**src/rtl/brom_arbiter_if.sv**
```systemverilog
// brom_arbiter_if: request/response handshakes and the block ROM port of brom_arbiter.
// slave is the arbiter side; master is the requesters plus the ROM.
interface brom_arbiter_if #(
    parameter int ADDR_W = 8,
    parameter int DATA_W = 8
);
    logic              req0_valid, req1_valid;
    logic              req0_ready, req1_ready;
    logic [ADDR_W-1:0] req0_addr, req1_addr;
    logic              rsp0_valid, rsp1_valid;
    logic              rsp0_ready, rsp1_ready;
    logic [DATA_W-1:0] rsp_data;
    logic [ADDR_W-1:0] rom_addr;
    logic [DATA_W-1:0] rom_data;
    modport slave (
        input  req0_valid, req1_valid, req0_addr, req1_addr, rsp0_ready, rsp1_ready, rom_data,
        output req0_ready, req1_ready, rsp0_valid, rsp1_valid, rsp_data, rom_addr
    );
    modport master (
        output req0_valid, req1_valid, req0_addr, req1_addr, rsp0_ready, rsp1_ready, rom_data,
        input  req0_ready, req1_ready, rsp0_valid, rsp1_valid, rsp_data, rom_addr
    );
endinterface

```
**src/rtl/brom_arbiter.sv**
```systemverilog
// brom_arbiter: two requesters share one registered block ROM, one read in flight at a time.
// Define BROM_ARB_RR_EN for round-robin arbitration; default is fixed priority to requester 0.
module brom_arbiter #(
    parameter int ADDR_W = 8,
    parameter int DATA_W = 8
) (
    input logic           clock,
    input logic           reset,
    brom_arbiter_if.slave bus
);
    typedef enum logic [1:0] {IDLE, READ, CAPT, RESP} state_t;
    state_t            state;
    logic              owner, gnt1, accept, rsp0_q, rsp1_q;
    logic [ADDR_W-1:0] rom_addr_q;
    logic [DATA_W-1:0] rsp_data_q;
`ifdef BROM_ARB_RR_EN
    logic prio;  // high: requester 1 wins the next tie
    assign gnt1 = bus.req1_valid && (!bus.req0_valid || prio);
`else
    assign gnt1 = bus.req1_valid && !bus.req0_valid;
`endif
    assign bus.req0_ready = state == IDLE && !reset && bus.req0_valid && !gnt1;
    assign bus.req1_ready = state == IDLE && !reset && gnt1;
    assign accept         = bus.req0_ready || bus.req1_ready;
    assign bus.rom_addr   = rom_addr_q;
    assign bus.rsp_data   = rsp_data_q;
    assign bus.rsp0_valid = rsp0_q;
    assign bus.rsp1_valid = rsp1_q;
    always_ff @(posedge clock or posedge reset) begin
        if (reset) begin
            state      <= IDLE;
            owner      <= 1'b0;
            rom_addr_q <= '0;
            rsp_data_q <= '0;
            rsp0_q     <= 1'b0;
            rsp1_q     <= 1'b0;
`ifdef BROM_ARB_RR_EN
            prio       <= 1'b0;
`endif
        end else begin
            case (state)
                IDLE: if (accept) begin
                    rom_addr_q <= gnt1 ? bus.req1_addr : bus.req0_addr;
                    owner      <= gnt1;
                    state      <= READ;
`ifdef BROM_ARB_RR_EN
                    prio       <= !gnt1;
`endif
                end
                READ: state <= CAPT;
                CAPT: begin
                    rsp_data_q <= bus.rom_data;
                    rsp0_q     <= !owner;
                    rsp1_q     <= owner;
                    state      <= RESP;
                end
                RESP: if (owner ? bus.rsp1_ready : bus.rsp0_ready) begin
                    rsp0_q <= 1'b0;
                    rsp1_q <= 1'b0;
                    state  <= IDLE;
                end
            endcase
        end
    end
endmodule

```
**src/flat_wrapper.sv**
```systemverilog
// flat-port wrapper written by rule: the top's interface ports become plain ports
module brom_arbiter_flat 
#(
    parameter int ADDR_W = 8,
    parameter int DATA_W = 8
)
  (clock, reset, bus_req0_valid, bus_req1_valid, bus_req0_addr, bus_req1_addr, bus_rsp0_ready, bus_rsp1_ready, bus_rom_data, bus_req0_ready, bus_req1_ready, bus_rsp0_valid, bus_rsp1_valid, bus_rsp_data, bus_rom_addr);
  brom_arbiter_if #(.ADDR_W(ADDR_W), .DATA_W(DATA_W)) bus_i ();
  input logic clock;
  input logic reset;
  input wire logic [$bits(bus_i.req0_valid)-1:0] bus_req0_valid;
  input wire logic [$bits(bus_i.req1_valid)-1:0] bus_req1_valid;
  input wire logic [$bits(bus_i.req0_addr)-1:0] bus_req0_addr;
  input wire logic [$bits(bus_i.req1_addr)-1:0] bus_req1_addr;
  input wire logic [$bits(bus_i.rsp0_ready)-1:0] bus_rsp0_ready;
  input wire logic [$bits(bus_i.rsp1_ready)-1:0] bus_rsp1_ready;
  input wire logic [$bits(bus_i.rom_data)-1:0] bus_rom_data;
  output wire logic [$bits(bus_i.req0_ready)-1:0] bus_req0_ready;
  output wire logic [$bits(bus_i.req1_ready)-1:0] bus_req1_ready;
  output wire logic [$bits(bus_i.rsp0_valid)-1:0] bus_rsp0_valid;
  output wire logic [$bits(bus_i.rsp1_valid)-1:0] bus_rsp1_valid;
  output wire logic [$bits(bus_i.rsp_data)-1:0] bus_rsp_data;
  output wire logic [$bits(bus_i.rom_addr)-1:0] bus_rom_addr;
  assign bus_i.req0_valid = bus_req0_valid;
  assign bus_i.req1_valid = bus_req1_valid;
  assign bus_i.req0_addr = bus_req0_addr;
  assign bus_i.req1_addr = bus_req1_addr;
  assign bus_i.rsp0_ready = bus_rsp0_ready;
  assign bus_i.rsp1_ready = bus_rsp1_ready;
  assign bus_i.rom_data = bus_rom_data;
  assign bus_req0_ready = bus_i.req0_ready;
  assign bus_req1_ready = bus_i.req1_ready;
  assign bus_rsp0_valid = bus_i.rsp0_valid;
  assign bus_rsp1_valid = bus_i.rsp1_valid;
  assign bus_rsp_data = bus_i.rsp_data;
  assign bus_rom_addr = bus_i.rom_addr;
  brom_arbiter #(.ADDR_W(ADDR_W), .DATA_W(DATA_W)) u_core (.clock(clock), .reset(reset), .bus(bus_i));
endmodule
```
**config.mk**
```make
export PLATFORM = sky130hd
export DESIGN_NAME = brom_arbiter_flat
export DESIGN_NICKNAME = d
export VERILOG_FILES = /design/src/rtl/brom_arbiter_if.sv /design/src/rtl/brom_arbiter.sv /design/src/flat_wrapper.sv
export SDC_FILE = /design/constraint.sdc
export NUM_CORES = 1
export LEC_CHECK = 0
export ABC_AREA = 1
export BUFFER_PORTS_ARGS = -buffer_cell sky130_fd_sc_hd__buf_2
export CAP_MARGIN = 30
export CORE_MARGIN = 2
export CORE_UTILIZATION = 48
export DETAILED_ROUTE_END_ITERATION = 16
export GPL_TIMING_DRIVEN = 1
export PLACE_DENSITY = 0.88
export SETUP_SLACK_MARGIN = 0.3
export SYNTH_ARGS = -nofsm -noshare
export SYNTH_HDL_FRONTEND = slang
export SYNTH_SLANG_ARGS = --single-unit
```
**constraint.sdc**
```tcl
create_clock -name clock -period 3.1 [get_ports clock]
set_clock_uncertainty 0.05 [all_clocks]
set_input_delay 0.31 -clock clock [delete_from_list [all_inputs] [get_ports clock]]
set_output_delay 0.31 -clock clock [all_outputs]
set_load 0.02 [all_outputs]
```
==> results.md, run 1 <==
* Status: finished, final reports clean
* Synth top area share at 0.502
* Distinct cell type count after synthesis at 16
* Largest net degree at the start of global routing at 22
* Leakage at 0.823 nW
* Core Area at 2000 um^2
* # IOs at 50
* Via density at 4.68
* Post-CTS Setup Bufs at 0
* Remaining Overflow, GRT at 0
* Reg power frac at 0.378
* Synth cell count leaders: 74 x nand2_1, 21 x dfrtp_1, 13 x nand3_1
* Fin cells at 212
* Antenna-violating nets left at 0
* Internal power at 0.675 mW
* Crit share post-route at 0.648
* Worst Setup End Kind: output port
* Power Density at 937 nW/um^2
* CTS Buf Count at 3
* CP startpoint kind: flip-flop
* RSZ-0062 raised after global routing: false
* Synth Instances at 134
* Comb power frac at 0.520
* Slew Viols, Final at 0
* Clock Sinks at 21
* DP Cell Count at 208
* Switching Fraction at 0.461
* Via Count at 993
* Hold_buf cts at 0
* Num rows at 16
* Most common cell in the netlist: nand2_1
* First-pass GRT wire length at 3800 um
* Post-DP HPWL at 1860 um
* Net Switching at 0.578 mW
* Share of layout cells above drive strength 1 at 0.324
* Die Span Y at 50.7 um
* Syn Area/Cell at 7.82 um^2
* Sequential fraction of the synthesis area at 0.502
* Die area at 2570 um^2
* Final setup vio count at 0
* WL final at 2340 um
* DRC errors left at 0
* Gp weighted congestion at 0.802
* Die width at 50.7 um
* Clock latency on the worst-skew pair at 300 ps
* Max Cap Violations at 0
* Setup CP Type: flip-flop to output port
* Mapped Nets at 168
* Bufs on Longest Clock Path at 2
* Synth Register Bits at 21
* Final Util at 0.668
* Antenna diodes at 0
* Area Growth Syn to Fin at 27.7%
* Worst VDD drop at 551 uV
* Initial Util at 0.523
* Clk slew on worst S/H paths at 110 ps
* Final Critical Period at 2010 ps
* PostCTS Resize Cnt at 0
* Peak Freq at 498 MHz
* H-tree depth at 1
* Critical Path AT at 1650 ps
* Post-synth top area cell: dfrtp_1
* CTS Root Cell: clkbuf_4
* CTS tree: built
* Setup TNS at 0 ps
* WHS at 108 ps
* Largest cells by area after synthesis: dfrtp_1 50%, nand2_1 27%, nand3_1 6.2%
* Vias in the first global route at 915
* Clk pwr share at 0.102
* Initial antenna violation count at 0
* Slew HR at 0.489
* Max Fanout on Critical Path at 3
* Hold violation total from the final report at 0
* Total global-route track usage at 0.197
* Worst-Margin Slew at 765 ps
* Initial DRC count at 25
* Ys flop type: dfrtp_1
* Asr flop ratio synth at 1.00
* Post-synth EDFFs at 0
* WP data required at 2740 ps
* Routed len/inst at 11.0 um
* Post-Syn Area at 1050 um^2
* Hold crit path type: input pin to async pin
* Flop2flop setup slack at 1570 ps
* Port bufs at 49
* Yosys warnings at 0
* 1st-pass router iterations at 4
* Nets at 220
## cell type report
type	instances	area [um^2]
fillers	183	664
flip-flops and latches	21	526
multi-input cells	101	469
repair buffers	49	245
inverters	10	37.5
well taps	27	33.8
clock buffers	4	26.3
## power by group through the flow
stage / combinational [mW] / clock [mW] / sequential [mW]
floorplan: 0.312 / 0 / 0.610
global placement: 0.625 / 0 / 0.471
detailed placement: 0.660 / 0 / 0.478
CTS: 0.661 / 0.132 / 0.474
global route: 0.734 / 0.147 / 0.490
finish: 0.652 / 0.127 / 0.474
## path summary, 6_finish.rpt
kind                                        start                endpoint  depth (start not counted)
setup / recovery                  u_core.state[0]          bus_req0_ready                          7
hold / removal                              reset  u_core.bus.rom_addr[4]                          2
setup reg to reg                  u_core.state[0]         u_core.state[0]                          9
hold reg to reg            u_core.bus.rsp_data[4]  u_core.bus.rsp_data[4]                          2
max in group asynchronous                   reset  u_core.bus.rom_addr[1]                          2
min in group clock                bus_rom_data[1]  u_core.bus.rsp_data[1]                          3
## stage by stage
step | total power, mW | instance area [um^2] | setup slack, ps
after floorplan | 0.923 | 1050 | 1500
after global placement | 1.10 | 1310 | 1500
after detailed placement | 1.14 | 1310 | 1430
after CTS | 1.27 | 1340 | 1070
after global routing | 1.37 | 1340 | 992
final | 1.25 | 1340 | 1090
## cell families (layout without fill, tap and decap cells)
logic type               after synthesis  after routing  synth area share
AO/OA/AOI/OAI                          3              3            0.0263
adder cells (fa/ha/maj)                4              4            0.0478
buffers and inverters                 12             63            0.0502
flip-flops                            21             21             0.502
AND/OR/NAND/NOR                       94             94             0.374
## critical path, stage by stage (launching register included)
cell and delay (ps):
dfrtp_1 420, inv_1 120, ha_1 230, inv_1 90, nor2_4 110, inv_1 80, nor2_1 120, buf_2 180
## sequential cells by signal, summed over array words and instances (netlist names)
name	cells
u_core.bus.rom_addr	8
u_core.bus.rsp_data	8
u_core.state	2
u_core.bus.rsp0_valid	1
u_core.bus.rsp1_valid	1
u_core.owner	1
## metal layers
layer  track usage  routed length [um]  vias to the layer above
li1              -                   -                      513
met1         0.232                1030                      433
met2         0.353                1100                       45
met3        0.0387                 195                        2
met4        0.0676                  14                        0
met5             0                   0                        -
## cell usage in the layout (no fill, tap or decap)
| cell type | instances |
|---|---|
| o21ai_0 | 1 |
| o22ai_1 | 1 |
| dfrtp_1 | 21 |
| clkbuf_1 | 1 |
| nor2_1 | 2 |
| o21ai_4 | 1 |
| nand2_1 | 74 |
| or2_2 | 1 |
| inv_1 | 8 |
| nand2_2 | 2 |
| inv_2 | 2 |
| nor2_4 | 1 |
| buf_2 | 49 |
| nand3_1 | 13 |
| clkbuf_4 | 3 |
| nand2_4 | 1 |
| ha_1 | 4 |
(Power assumes the default switching activity.)
==> inputs of run 2 (changes only) <==
Settings changed: ABC_AREA 1 to 0, CORE_UTILIZATION 48 to 44, PLACE_DENSITY 0.88 to 0.84.
Clock period 3.1 ns to 1.95 ns, I/O delays scaled along.
==> run 2 against run 1 <==
- combinational power is 67% higher
- utilization is 4.6 points lower
- routed wire length is 14% lower
- design area stayed put
- sequential share of layout area stayed put
- hold slack worse by 88 ps
- via count is 18% lower
- area after synthesis is 6.5% lower
- cell count is 23% lower
- synthesized cell count is 39% lower
==> results.md, run 2 <==
* Synth Register Bits at 21
* Initial DRC count at 6
* Hold violation total from the final report at 0
* Mapped Nets at 116
* Clock latency on the worst-skew pair at 290 ps
* Largest delay share family, worst path: flip-flops
* Flop2flop setup slack at 380 ps
* Num rows at 17
* Hold crit path type: input pin to async pin
* Critical Path AT at 1360 ps
* Post-Syn Area at 980 um^2
* Asr flop ratio synth at 1.00
* Peak Freq at 624 MHz
* Antenna diodes at 0
* Worst Setup End Kind: output port
* Status: finished, final reports clean
* Crit path from: u_core.state[1]
* Crit path capture: bus_req0_ready
* Critical-path top delay cell: dfrtp_1
* Buf/Inv on CP at 2
* Synth cell count leaders: 21 x dfrtp_1, 11 x mux2i_1, 10 x o21ai_0
* Most frequent cells in the layout: 48 x buf_2, 21 x dfrtp_1, 11 x mux2i_1
* Port bufs at 49
* Largest net degree at the start of global routing at 22
* Remaining Overflow, GRT at 0
* Clock Sinks at 21
* Clk slew on worst S/H paths at 110 ps
* Initial antenna violation count at 0
* Most common cell in the netlist: dfrtp_1
* Setup TNS at 0 ps
* Nets at 171
* H-tree depth at 1
* Synth top area share at 0.536
* Sequential fraction of the synthesis area at 0.536
* Post-DP HPWL at 1570 um
* # IOs at 50
* RSZ-0062 raised after global routing: true
* Final non-filler cell area at 1340 um^2
* Crit share post-route at 0.822
* Initial Util at 0.456
* Area after DPL at 1260 um^2
* Total global-route track usage at 0.160
* Share of layout cells above drive strength 1 at 0.551
* Synth Instances at 82
* Bufs on Longest Clock Path at 2
* Ys flop type: dfrtp_1
* Post-synth EDFFs at 0
* Die area at 2620 um^2
* Worst VDD drop at 795 uV
* Most common cell after layout, fill and taps aside: buf_2
* R2R Path Start: u_core.state[1]
* WL final at 2010 um
* Via Count at 813
* Leakage at 0.725 nW
* First-pass GRT wire length at 3100 um
* CTS Buf Count at 3
* Yosys warnings at 0
* CTS Root Cell: clkbuf_4
* Die Span Y at 51.2 um
* Vias in the first global route at 756
* Gp weighted congestion at 0.812
* Core Area at 2150 um^2
* Die width at 51.2 um
* Final Critical Period at 1600 ps
* Slew HR at 0.491
* Max Cap Violations at 0
* Distinct cell type count after synthesis at 20
* 1st-pass router iterations at 4
* Routed len/inst at 12.3 um
* Post-synth top area cell: dfrtp_1
* Largest cells by area after synthesis: dfrtp_1 54%, mux2i_1 11%, mux2_2 9.2%
* Slew Viols, Final at 0
* Worst-Margin Slew at 762 ps
* CP startpoint kind: flip-flop
* RR Endpoint: u_core.state[1]
* Reg2Reg Depth at 6
* Setup CP Type: flip-flop to output port
* CTS tree: built
* Hold_buf cts at 0
* Max Fanout on Critical Path at 3
* DRC errors left at 0
* Via density at 4.96
* Slowest stage delay, CP at 410 ps
* Final Util at 0.623
* Antenna-violating nets left at 0
* Area Growth Syn to Fin at 36.5%
* WP data required at 1700 ps
* Critical-path cell list: inv_2, ha_4, nor2b_4, and2_4, buf_6
* Syn Area/Cell at 11.9 um^2
* Power Density at 1540 nW/um^2
* CP Depth at 5
* Final setup vio count at 0
==> run 2: report_power, final <==
group	internal, mW	total [mW]	switching (mW)
Clock	0.0762	0.203	0.127
Combinational	0.499	1.09	0.593
Sequential	0.648	0.760	0.112
==> run 2: worst reg2reg max path, stage by stage, from the launching register on <==
cell and delay (ps):
dfrtp_1 410, inv_2 90, ha_4 140, nor2b_4 160, o21ai_2 80, a22o_2 240
mux2_4 300
==> run 2: kinds of logic after synthesis <==
| family | count (synthesis) | share of synthesized area |
|---|---|---|
| muxes | 20 | 0.220 |
| and+or+nand+nor | 17 | 0.0843 |
| adders and majority gates | 4 | 0.0511 |
| buffers and inverters | 6 | 0.0255 |
| DFF | 21 | 0.536 |
| AOI/OAI and AO/OA | 14 | 0.0830 |
==> run 2: how the worst min path moves through the flow <==
stage	from	endpoint	slack (ps)	cells after the start
2_1_floorplan	reset	u_core.bus.rom_addr[0]	120	1
3_3_place_gp	reset	u_core.bus.rsp0_valid	350	2
3_5_place_dp	reset	u_core.bus.rsp0_valid	360	2
4_1_cts	reset	u_core.bus.rsp0_valid	30	2
5_1_grt	bus_rom_data[3]	u_core.bus.rsp_data[3]	50	2
6_report	reset	u_core.bus.rom_addr[1]	20	2
==> run 2: per-layer routing <==
layer	global-route usage	wire length, um	up-vias
met2	0.314	1050	38
li1	-	-	391
met1	0.172	771	382
met4	0.0541	19	0
met5	0	0	-
met3	0.0234	171	2
==> run 2: repair_timing <==
action	CTS	global route
endpoints found under the setup margin	3	12
pin swaps	1	0
buffers inserted	2	0
gates resized for setup	7	3
hold endpoints to repair	0	0
==> run 2: area by class of cell <==
| cell class | count | area [um^2] |
|---|---|---|
| clock inverters | 1 | 5.00 |
| multi-input cells | 55 | 457 |
| fillers | 181 | 811 |
| clock buffers | 3 | 22.5 |
| inverters | 3 | 11.3 |
| repair buffers | 53 | 282 |
| flip-flops and latches | 21 | 526 |
| well taps | 28 | 35.0 |
==> run 2: per-stage QoR <==
stage	total power, mW	instances	setup slack [ps]	hold WS (ps)
3_3_place_gp	1.74	158	359	346
4_1_cts	2.05	164	310	33.1
3_5_place_dp	1.79	158	271	361
5_1_grt	2.21	164	263	51.9
2_1_floorplan	1.47	82	352	122
6_report	2.05	164	347	20.0
